## src/rtl/gpr_wb_arbiter_pkg.sv

```systemverilog
// Shared constants and encodings for the GPR writeback arbiter.
// The width constants are also the design parameters, so every file agrees on them.
package gpr_pkg;

    localparam int DATA_W = 16;
    localparam int ADDR_W = 3;
    localparam int NREG   = 1 << ADDR_W;

    typedef enum logic {
        REQ_A = 1'b0,
        REQ_B = 1'b1
    } req_id_e;

    typedef enum logic [1:0] {
        RUN   = 2'd0,
        DRAIN = 2'd1,
        DONE  = 2'd2
    } drain_state_e;

endpackage

```

## src/rtl/gpr_wb_arbiter_rr_arb2.sv

```systemverilog
// Two-way round-robin arbiter. When both requesters contend, the one that was not
// granted last wins. The last-grant pointer moves only when a grant is issued.
module rr_arb2
    import gpr_pkg::*;
(
    input  logic       clk,
    input  logic       rst_n,
    input  logic [1:0] req_i,
    output logic [1:0] grant_o
);

    req_id_e rr_last_q, rr_last_d;

    // A grant always produces a transfer, because grant is only given to a valid requester.
    always_comb begin
        grant_o   = 2'b00;
        rr_last_d = rr_last_q;
        if (req_i[0] && (!req_i[1] || rr_last_q == REQ_B)) begin
            grant_o[0] = 1'b1;
            rr_last_d  = REQ_A;
        end else if (req_i[1]) begin
            grant_o[1] = 1'b1;
            rr_last_d  = REQ_B;
        end
    end

    always_ff @(posedge clk or negedge rst_n) begin
        if (!rst_n) begin
            rr_last_q <= REQ_B;
        end else begin
            rr_last_q <= rr_last_d;
        end
    end

endmodule

```

## src/rtl/gpr_wb_arbiter.sv

```systemverilog
// Shares the GPR write port between the ALU (A) and the load unit (B), tracks outstanding
// writes per register, and provides a drain sequence that empties that tracking.
module gpr_wb_arbiter
    import gpr_pkg::*;
(
    input  logic              clk,
    input  logic              rst_n,
    input  logic              a_valid,
    output logic              a_ready,
    input  logic [ADDR_W-1:0] a_dest,
    input  logic [DATA_W-1:0] a_data,
    input  logic              b_valid,
    output logic              b_ready,
    input  logic [ADDR_W-1:0] b_dest,
    input  logic [DATA_W-1:0] b_data,
    input  logic              issue_en,
    input  logic [ADDR_W-1:0] issue_dest,
    output logic [NREG-1:0]   busy,
    input  logic              drain_req,
    output logic              drain_done,
    output logic              reg_write_en,
    output logic [ADDR_W-1:0] reg_write_dest,
    output logic [DATA_W-1:0] reg_write_data
);

    // Handshake: x_ready is the combinational grant; a transfer is x_valid & x_ready on a
    // posedge. Requesters hold valid/dest/data until accepted and never derive valid from ready.
    logic [1:0]        grant;
    logic              wb_xfer;
    logic              issue_ok;
    drain_state_e      state_q, state_d;
    logic [NREG-1:0]   busy_q, busy_d;
    logic              wen_q;
    logic [ADDR_W-1:0] wdest_q, wdest_d;
    logic [DATA_W-1:0] wdata_q, wdata_d;

    rr_arb2 u_arb (
        .clk     (clk),
        .rst_n   (rst_n),
        .req_i   ({b_valid, a_valid}),
        .grant_o (grant)
    );

    assign a_ready = grant[0];
    assign b_ready = grant[1];
    assign wb_xfer = |grant;

    always_comb begin
        wdest_d = wdest_q;
        wdata_d = wdata_q;
        if (grant[0]) begin
            wdest_d = a_dest;
            wdata_d = a_data;
        end else if (grant[1]) begin
            wdest_d = b_dest;
            wdata_d = b_data;
        end
    end

    always_comb begin
        state_d  = state_q;
        issue_ok = 1'b0;
        case (state_q)
            RUN: begin
                issue_ok = 1'b1;
                if (drain_req) state_d = DRAIN;
            end
            DRAIN: begin
                if (busy_q == '0 && !wb_xfer && !wen_q) state_d = DONE;
            end
            DONE: begin
                state_d = drain_req ? DRAIN : RUN;
            end
            default: state_d = RUN;
        endcase
    end

    // The clear is applied first so a same-edge re-issue of the committed register stays pending.
    always_comb begin
        busy_d = busy_q;
        if (wen_q) busy_d[wdest_q] = 1'b0;
        if (issue_en && issue_ok) busy_d[issue_dest] = 1'b1;
    end

    always_ff @(posedge clk or negedge rst_n) begin
        if (!rst_n) begin
            state_q <= RUN;
            busy_q  <= '0;
            wen_q   <= 1'b0;
            wdest_q <= '0;
            wdata_q <= '0;
        end else begin
            state_q <= state_d;
            busy_q  <= busy_d;
            wen_q   <= wb_xfer;
            wdest_q <= wdest_d;
            wdata_q <= wdata_d;
        end
    end

    assign busy           = busy_q;
    assign drain_done     = (state_q == DONE);
    assign reg_write_en   = wen_q;
    assign reg_write_dest = wdest_q;
    assign reg_write_data = wdata_q;

endmodule

```

## config.mk

```make
export PLATFORM = sky130hd
export DESIGN_NAME = gpr_wb_arbiter
export DESIGN_NICKNAME = d
export VERILOG_FILES = /design/src/rtl/gpr_wb_arbiter_pkg.sv /design/src/rtl/gpr_wb_arbiter_rr_arb2.sv /design/src/rtl/gpr_wb_arbiter.sv
export SDC_FILE = /design/constraint.sdc
export NUM_CORES = 1
export LEC_CHECK = 0
export BUFFER_PORTS_ARGS = -buffer_cell sky130_fd_sc_hd__buf_2
export CAP_MARGIN = 20
export CORE_ASPECT_RATIO = 1.25
export CORE_UTILIZATION = 35
export DETAILED_ROUTE_END_ITERATION = 10
export PLACE_DENSITY = 0.65
export SLEW_MARGIN = 15
export SYNTH_ARGS = -nofsm -noshare
export SYNTH_HDL_FRONTEND = slang
export SYNTH_HIERARCHICAL = 1
export SYNTH_SLANG_ARGS = --single-unit
```

## constraint.sdc

```tcl
create_clock -name clk -period 1.9 [get_ports clk]
set_input_delay 0.19 -clock clk [delete_from_list [all_inputs] [get_ports clk]]
set_output_delay 0.19 -clock clk [all_outputs]
set_load 0.03 [all_outputs]
```

==> results of run 1 <==
[report_power, final]
group | switching (mW) | internal (mW) | total (mW)
registers | 0.129 | 0.813 | 0.941
logic | 0.524 | 0.308 | 0.831
clock network | 0.230 | 0.283 | 0.513
total | 0.882 | 1.40 | 2.29
[routing by layer]
metal | global-route usage | part of all wire
met1 | 0.2235 | 0.43
met2 | 0.2716 | 0.49
met3 | 0.03826 | 0.064
met4 | 0.1111 | 0.024
met5 | 0 | 0
[logic make-up (layout without fill, tap and decap cells)]
kind of cell,Yosys count,in the layout,share of synthesized area
compound gates,31,31,0.1343
simple gates,44,44,0.1644
buf+inv,8,91,0.02926
mux,20,20,0.1377
flops,31,31,0.5344
[what timing repair did]
item,4_1_cts,5_1_grt
buffers inserted,0,0
hold buffers,1,0
endpoints found under the hold margin,30,0
[final timing paths]
kind	from	to	slack, ns	cells past startpoint
min	a_data[8]	reg_write_data[8]	0.12	3
min in group asynchronous	rst_n	reg_write_data[6]	0.49	2
min reg2reg	state_q[1]	state_q[1]	0.52	1
max in group asynchronous	rst_n	reg_write_dest[0]	0.96	2
max	u_arb/rr_last_q	a_ready	0.39	3
max reg2reg	u_arb/rr_last_q	state_q[0]	0.50	5
[placed cells by master, fill, tap and decap left out]
master	synthesis	routed
o21ai_1	19	19
nand4_1	1	1
and2b_1	1	1
a21boi_4	0	2
a32o_1	1	1
nor4b_4	1	1
mux2i_1	20	20
nand2_1	22	22
clkinv_2	0	1
or2_2	1	1
buf_2	1	77
a31oi_1	1	1
clkbuf_8	0	6
nor2_1	5	5
and4bb_4	1	1
a21oi_1	1	1
a32o_2	1	1
nor4_1	2	2
dfstp_2	1	1
nor4b_2	1	1
dlygate4sd3_1	0	1
buf_4	3	4
dfrtp_1	30	30
inv_1	2	2
a22o_1	6	6
nand3_1	5	5
nor2b_1	4	4
[cells in the mapped netlist]
cell | number | area share
inv_1 | 2 | 0.0052
o21ai_1 | 19 | 0.065
nor4_1 | 2 | 0.0086
and2b_1 | 1 | 0.0052
dfrtp_1 | 30 | 0.52
mux2i_1 | 20 | 0.14
buf_4 | 3 | 0.015
dfstp_2 | 1 | 0.018
a32o_2 | 1 | 0.0077
a21boi_0 | 1 | 0.0052
a21boi_1 | 1 | 0.0052
a22o_1 | 6 | 0.036
buf_2 | 1 | 0.0034
or2_2 | 1 | 0.0043
nand2_1 | 22 | 0.057
nand4_1 | 1 | 0.0043
nor2b_1 | 4 | 0.017
and4bb_4 | 1 | 0.011
nor4b_4 | 1 | 0.016
clkbuf_1 | 2 | 0.0052
a21oi_1 | 1 | 0.0034
nand3_1 | 5 | 0.017
nor2_1 | 5 | 0.013
a32o_1 | 1 | 0.0069
a31oi_1 | 1 | 0.0043
nor4b_2 | 1 | 0.010
[sequential cells by signal, summed over array words and instances, names as in the netlist]
register         count
reg_write_en         1
busy                 8
u_arb/rr_last_q      1
reg_write_data      16
state_q              2
reg_write_dest       3
[final cells by class]
class                      count  area share
clock buffer                   6     0.04084
clock inverter                 1    0.002475
inverter                       2    0.003713
multi-input combinational     95      0.3249
sequential                    31      0.3843
tap                           54     0.03342
timing repair buffer          82      0.2104
[critical path, delay by kind of cell, from the launching register on]
family,cells,cell delay [ns]
buf+inv,2,0.30
compound gates,1,0.17
flops,1,0.58
[per-stage QoR]
step / instance area (um2) / util / hold WS, ns
2_1_floorplan: 1454 / - / -0.1056
3_3_place_gp: 1924 / 0.4961 / 0.2726
3_5_place_dp: 1924 / 0.4961 / 0.2817
4_1_cts: 2022 / 0.5213 / 0.1121
5_1_grt: 2022 / 0.5213 / 0.1192
6_report: 2022 / 0.5213 / 0.1211
==> flow_metrics.tcl, run 1 <==
set metrics [dict create \
    finalWirelength_um 3483 \
    worst_slew_pin_slew_ns 0.6905 \
    setup-violations-final 0 \
    h-tree-depth 2 \
    drive_gt1_frac 0.4424 \
    ys_seq_elements 31 \
    die_h_um 74.06 \
    grt_usage 0.1764 \
    avgSynthCellArea_um2 10.85 \
    numClockSinks 31 \
    cts-root-buf "clkbuf_8" \
    crit_arrival_ns 1.32 \
    power_density_nw_per_um2 1131 \
    num_io_pins 78 \
    min_period_over_period 0.7922 \
    placed_cells 263 \
    clkTransAtPathRegs_ns 0.06 \
    status "finished clean" \
    max_slew_margin 0.5397 \
    max-vdd-ir-drop_mv 0.5156 \
    antenna_found_initial 0 \
    initial_core_util 0.3748 \
    critPathLaunchType "flip-flop" \
    rsz0062_at_grt "no" \
    dp_slack_ns 0.4995 \
    tritoncts "built" \
    drv_slew 0 \
    gp_congestion 0.7713 \
    grt_max_degree 32 \
    total_power_mw 2.286 \
    drt_iter0_drc 48 \
    cts_resized 0 \
    hold_viol 0 \
    synth_cell_types 26 \
    ff_latch_area_um2 777.0 \
    fill_cells 402 \
    ys_seq_area_frac 0.5344 \
    clk_latency_ns 0.28 \
    port_buffers 77 \
    cp.required_ns 1.71 \
    ant_nets 0 \
    cap_violations 0 \
    synth_warnings 6 \
    grt_overflow_total 0 \
    setup.worst_path.class "flip-flop to output port" \
    dp_hpwl_um 2604 \
    hp-class "primary input to flip-flop" \
    first_pass_iters 4 \
    cpPeakStageDelay_ns 0.58 \
    worstPathMaxFanout 4 \
    routed_via_density 4.815 \
    critPathSlowestCell "dfstp_2" \
    die_w_um 59.65 \
    min_period_ns 1.505 \
    worst_slack_ns 0.3949 \
    clock_skew_ns 0.007971 \
    end_kind "output port" \
    syn_nets 181 \
    synthToLayoutAreaGrowth_pct 39.07 \
    cts_made_buffers 5 \
    grt_first_pass_wirelength_um 5789 \
    leakagePower_nw 1.041 \
    clockBufferDepth 2 \
    wl_per_cell_um 12.85 \
    nNetsFinal 264 \
    vias 1305 \
    syn-instance-count 134 \
    max_freq_mhz 664.4 \
    rows 25 \
    fin_cells 271 \
    setup_tns_ns 0 \
    drc 0 \
    multiInputGateArea_um2 656.9 \
    syn_area_um2 1454 \
    antenna_cells 0 \
    path_cells "inv_1 > a21boi_4 > buf_2" \
    grt_pass1_vias 1287 \
    die_area_um2 4417 \
    core_um2 3879 \
]
No activity file was read; power rests on OpenSTA's default activity.
==> run 2: changes to the inputs <==
ABC_AREA = 1   (was unset)
clock period = 1.4 ns   (was 1.9 ns; I/O delays follow)
==> run 2 against run 1 <==
  * The flow now finishes with violations (negative setup slack)
  * Register-to-register slack got worse by 0.51 ns
  * Via count rose by 17%
  * Die area fell by 2.3%
  * Final cell count rose by 21%
  * Sequential cell count did not move
  * Hold slack got worse by 0.063 ns
  * First-iteration DRC count rose by 40%
  * Synthesized cell count rose by 29%
  * Worst setup slack got worse by 0.41 ns
  * Global-route usage rose by 1.6 points
  * Sequential share of layout area fell by 4.3 points
==> flow_metrics.tcl, run 2 <==
set metrics [dict create \
    status "finished with violations" \
    violations "negative setup slack" \
    rsz0062_at_grt "yes" \
    synth_common_cells "67 x nand2_1, 30 x dfrtp_1, 25 x nand3_1, 17 x o21ai_0, 12 x inv_1" \
    gp_congestion 0.8136 \
    use_met1 0.2273 \
    end_kind "output port" \
    dp_slack_ns 0.01360 \
    num_io_pins 78 \
    wl_per_cell_um 12.51 \
    vias 1529 \
    cts_made_buffers 5 \
    grt_usage 0.1921 \
    clk_latency_ns 0.28 \
    worst_slew_pin_slew_ns 0.7013 \
    critPathLaunchType "flip-flop" \
    synth_edf_count 0 \
    antenna_found_initial 0 \
    nNetsFinal 319 \
    routed_via_density 4.676 \
    drive_gt1_frac 0.5128 \
    antenna_cells 0 \
    hold_viol 0 \
    cap_violations 0 \
    numClockSinks 31 \
    async_flop_share 1.000 \
    syn-instance-count 173 \
    hp-class "primary input to flip-flop" \
    fin_cells 327 \
    holdWs_ns 0.05848 \
    top_usage_layer "met2" \
    drc 0 \
    swShare 0.3935 \
    die_h_um 73.19 \
    synth_flop_cell "dfrtp_1" \
    synth.top_cells.by_area "dfrtp_1 53%, nand2_1 18%, nand3_1 8.8%, o21ai_0 6.0%, inv_1 3.2%" \
    ys_seq_elements 31 \
    max_slew_margin 0.5325 \
    comb_power_share 0.390 \
    mostFrequentLayoutCell "buf_2" \
    clkTransAtPathRegs_ns 0.06 \
    finalWirelength_um 4090 \
    min_period_over_period 1.008 \
    grt_first_pass_wirelength_um 6078 \
    max-vdd-ir-drop_mv 0.8320 \
    rows 25 \
    min_period_ns 1.412 \
    die_w_um 58.95 \
    clockBufferDepth 2 \
    p_int_mw 2.012 \
    initial_core_util 0.3718 \
    cts-root-buf "clkbuf_8" \
    ant_nets 0 \
    seq_power_share 0.378 \
    clock_skew_ns 0.003377 \
    clockPowerShare 0.232 \
    synth_cell_types 16 \
    worstPathMaxFanout 2 \
    power_density_nw_per_um2 1457 \
    synth_area_leader_cell "dfrtp_1" \
    max_freq_mhz 708.4 \
    grtUsageMet2 0.3119 \
    syn_area_um2 1419 \
    first_pass_iters 4 \
    setup.worst_path.class "flip-flop to output port" \
    synth_most_common_cell "nand2_1" \
    drt_iter0_drc 67 \
    syn_nets 220 \
    place_area_um2 1922 \
    avgSynthCellArea_um2 8.202 \
    grt_max_degree 32 \
    p_switching_mw 1.306 \
    r2r_slack_ns -0.01 \
    met3_usage 0.04255 \
    tritoncts "built" \
    synth_warnings 6 \
    worst_slack_ns -0.01170 \
    leakagePower_nw 1.248 \
    dp_hpwl_um 2834 \
    setup-violations-final 3 \
    grt_overflow_total 0 \
    placed_cells 305 \
    grt_pass1_vias 1403 \
    design_area_um2 2277 \
    h-tree-depth 2 \
    crit_arrival_ns 1.27 \
    most-common-layout-cells "76 x buf_2, 51 x nand2_1, 30 x dfrtp_1, 17 x o21ai_0, 15 x nand2_2" \
    fill_cells 364 \
    cp.required_ns 1.26 \
    ys_seq_area_frac 0.5476 \
    synthToLayoutAreaGrowth_pct 60.49 \
    drv_slew 0 \
    yosysTopAreaCellShare 0.5291 \
    core_um2 3816 \
    setup_tns_ns -0.02045 \
    largest_reg_flops 16 \
    port_buffers 77 \
    die_area_um2 4314 \
]
[run 2: cell count changes after synthesis, moves of 4 or more]
cell | previous run | this run
a22o_1 | 6 | 0
inv_1 | 2 | 12
mux2i_1 | 20 | 0
nand2_1 | 22 | 67
o21ai_0 | 0 | 17
o21ai_1 | 19 | 0
nand3_1 | 5 | 25
nor2b_1 | 4 | 0
[run 2: layout make-up]
class                           instances  area [um2]  share of cell area
Tap cell                               54       67.56             0.02967
Multi-Input combinational cell        125       693.2              0.3044
Inverter                               13       51.30             0.02253
Sequential cell                        31       777.0              0.3412
Clock buffer                            8       100.1             0.04396
Timing Repair Buffer                   96       588.1              0.2582
[run 2: repair_timing]
| action | CTS | global route |
|---|---|---|
| endpoints found under the setup margin | 1 | 22 |
| gates cloned | 0 | 1 |
| setup buffers | 7 | 5 |
| gates resized for setup | 10 | 32 |
| hold endpoints to repair | 30 | 0 |
| pin swaps | 2 | 3 |
| hold buffers | 1 | 0 |
[run 2: final timing paths]
path,endpoint,cells after the start,from
worst max register to register,reg_write_dest[2],8,u_arb/rr_last_q
min in group asynchronous,reg_write_data[10],2,rst_n
worst max-delay path,a_ready,4,u_arb/rr_last_q
max in group asynchronous,busy[3],2,rst_n
worst min register to register,reg_write_data[0],2,reg_write_data[0]
worst min-delay path,state_q[0],3,drain_req
[run 2: worst max-delay path, cell delays in order, from the launching register on]
cell	delay, ns
dfstp_2	0.54
inv_2	0.05
a21boi_4	0.17
buf_6	0.12
buf_6	0.12
[run 2: routing by layer]
layer,up-vias,wire length (um),share of wire
met5,-,0,0
met4,0,82,0.020
met3,7,233,0.057
met1,703,1734,0.42
met2,61,2040,0.50
li1,758,-,-
[run 2: kinds of logic (layout without fill, tap and decap cells)]
logic type / after synthesis / in the layout / share of synthesized area
AO/OA/AOI/OAI: 22 / 22 / 0.08642
buffers and inverters: 17 / 117 / 0.05908
AND/OR/NAND/NOR: 103 / 103 / 0.3069
flip-flops: 31 / 31 / 0.5476
[run 2: power by group through the flow]
| stage | combinational (mW) | clock [mW] | sequential, mW |
|---|---|---|---|
| 6_report | 1.30 | 0.769 | 1.25 |
| 5_1_grt | 1.40 | 0.833 | 1.28 |
| 4_1_cts | 1.21 | 0.792 | 1.26 |
| 3_5_place_dp | 1.16 | 0 | 1.27 |
| 3_3_place_gp | 1.15 | 0 | 1.27 |
| 2_1_floorplan | 0.389 | 0 | 1.63 |
[run 2: metrics by stage]
stage          utilization  total power, mW
4_1_cts             0.5548            3.263
5_1_grt             0.5967            3.509
6_report            0.5967            3.318
2_1_floorplan            -            2.023
3_3_place_gp        0.5036            2.423
3_5_place_dp        0.5036            2.436
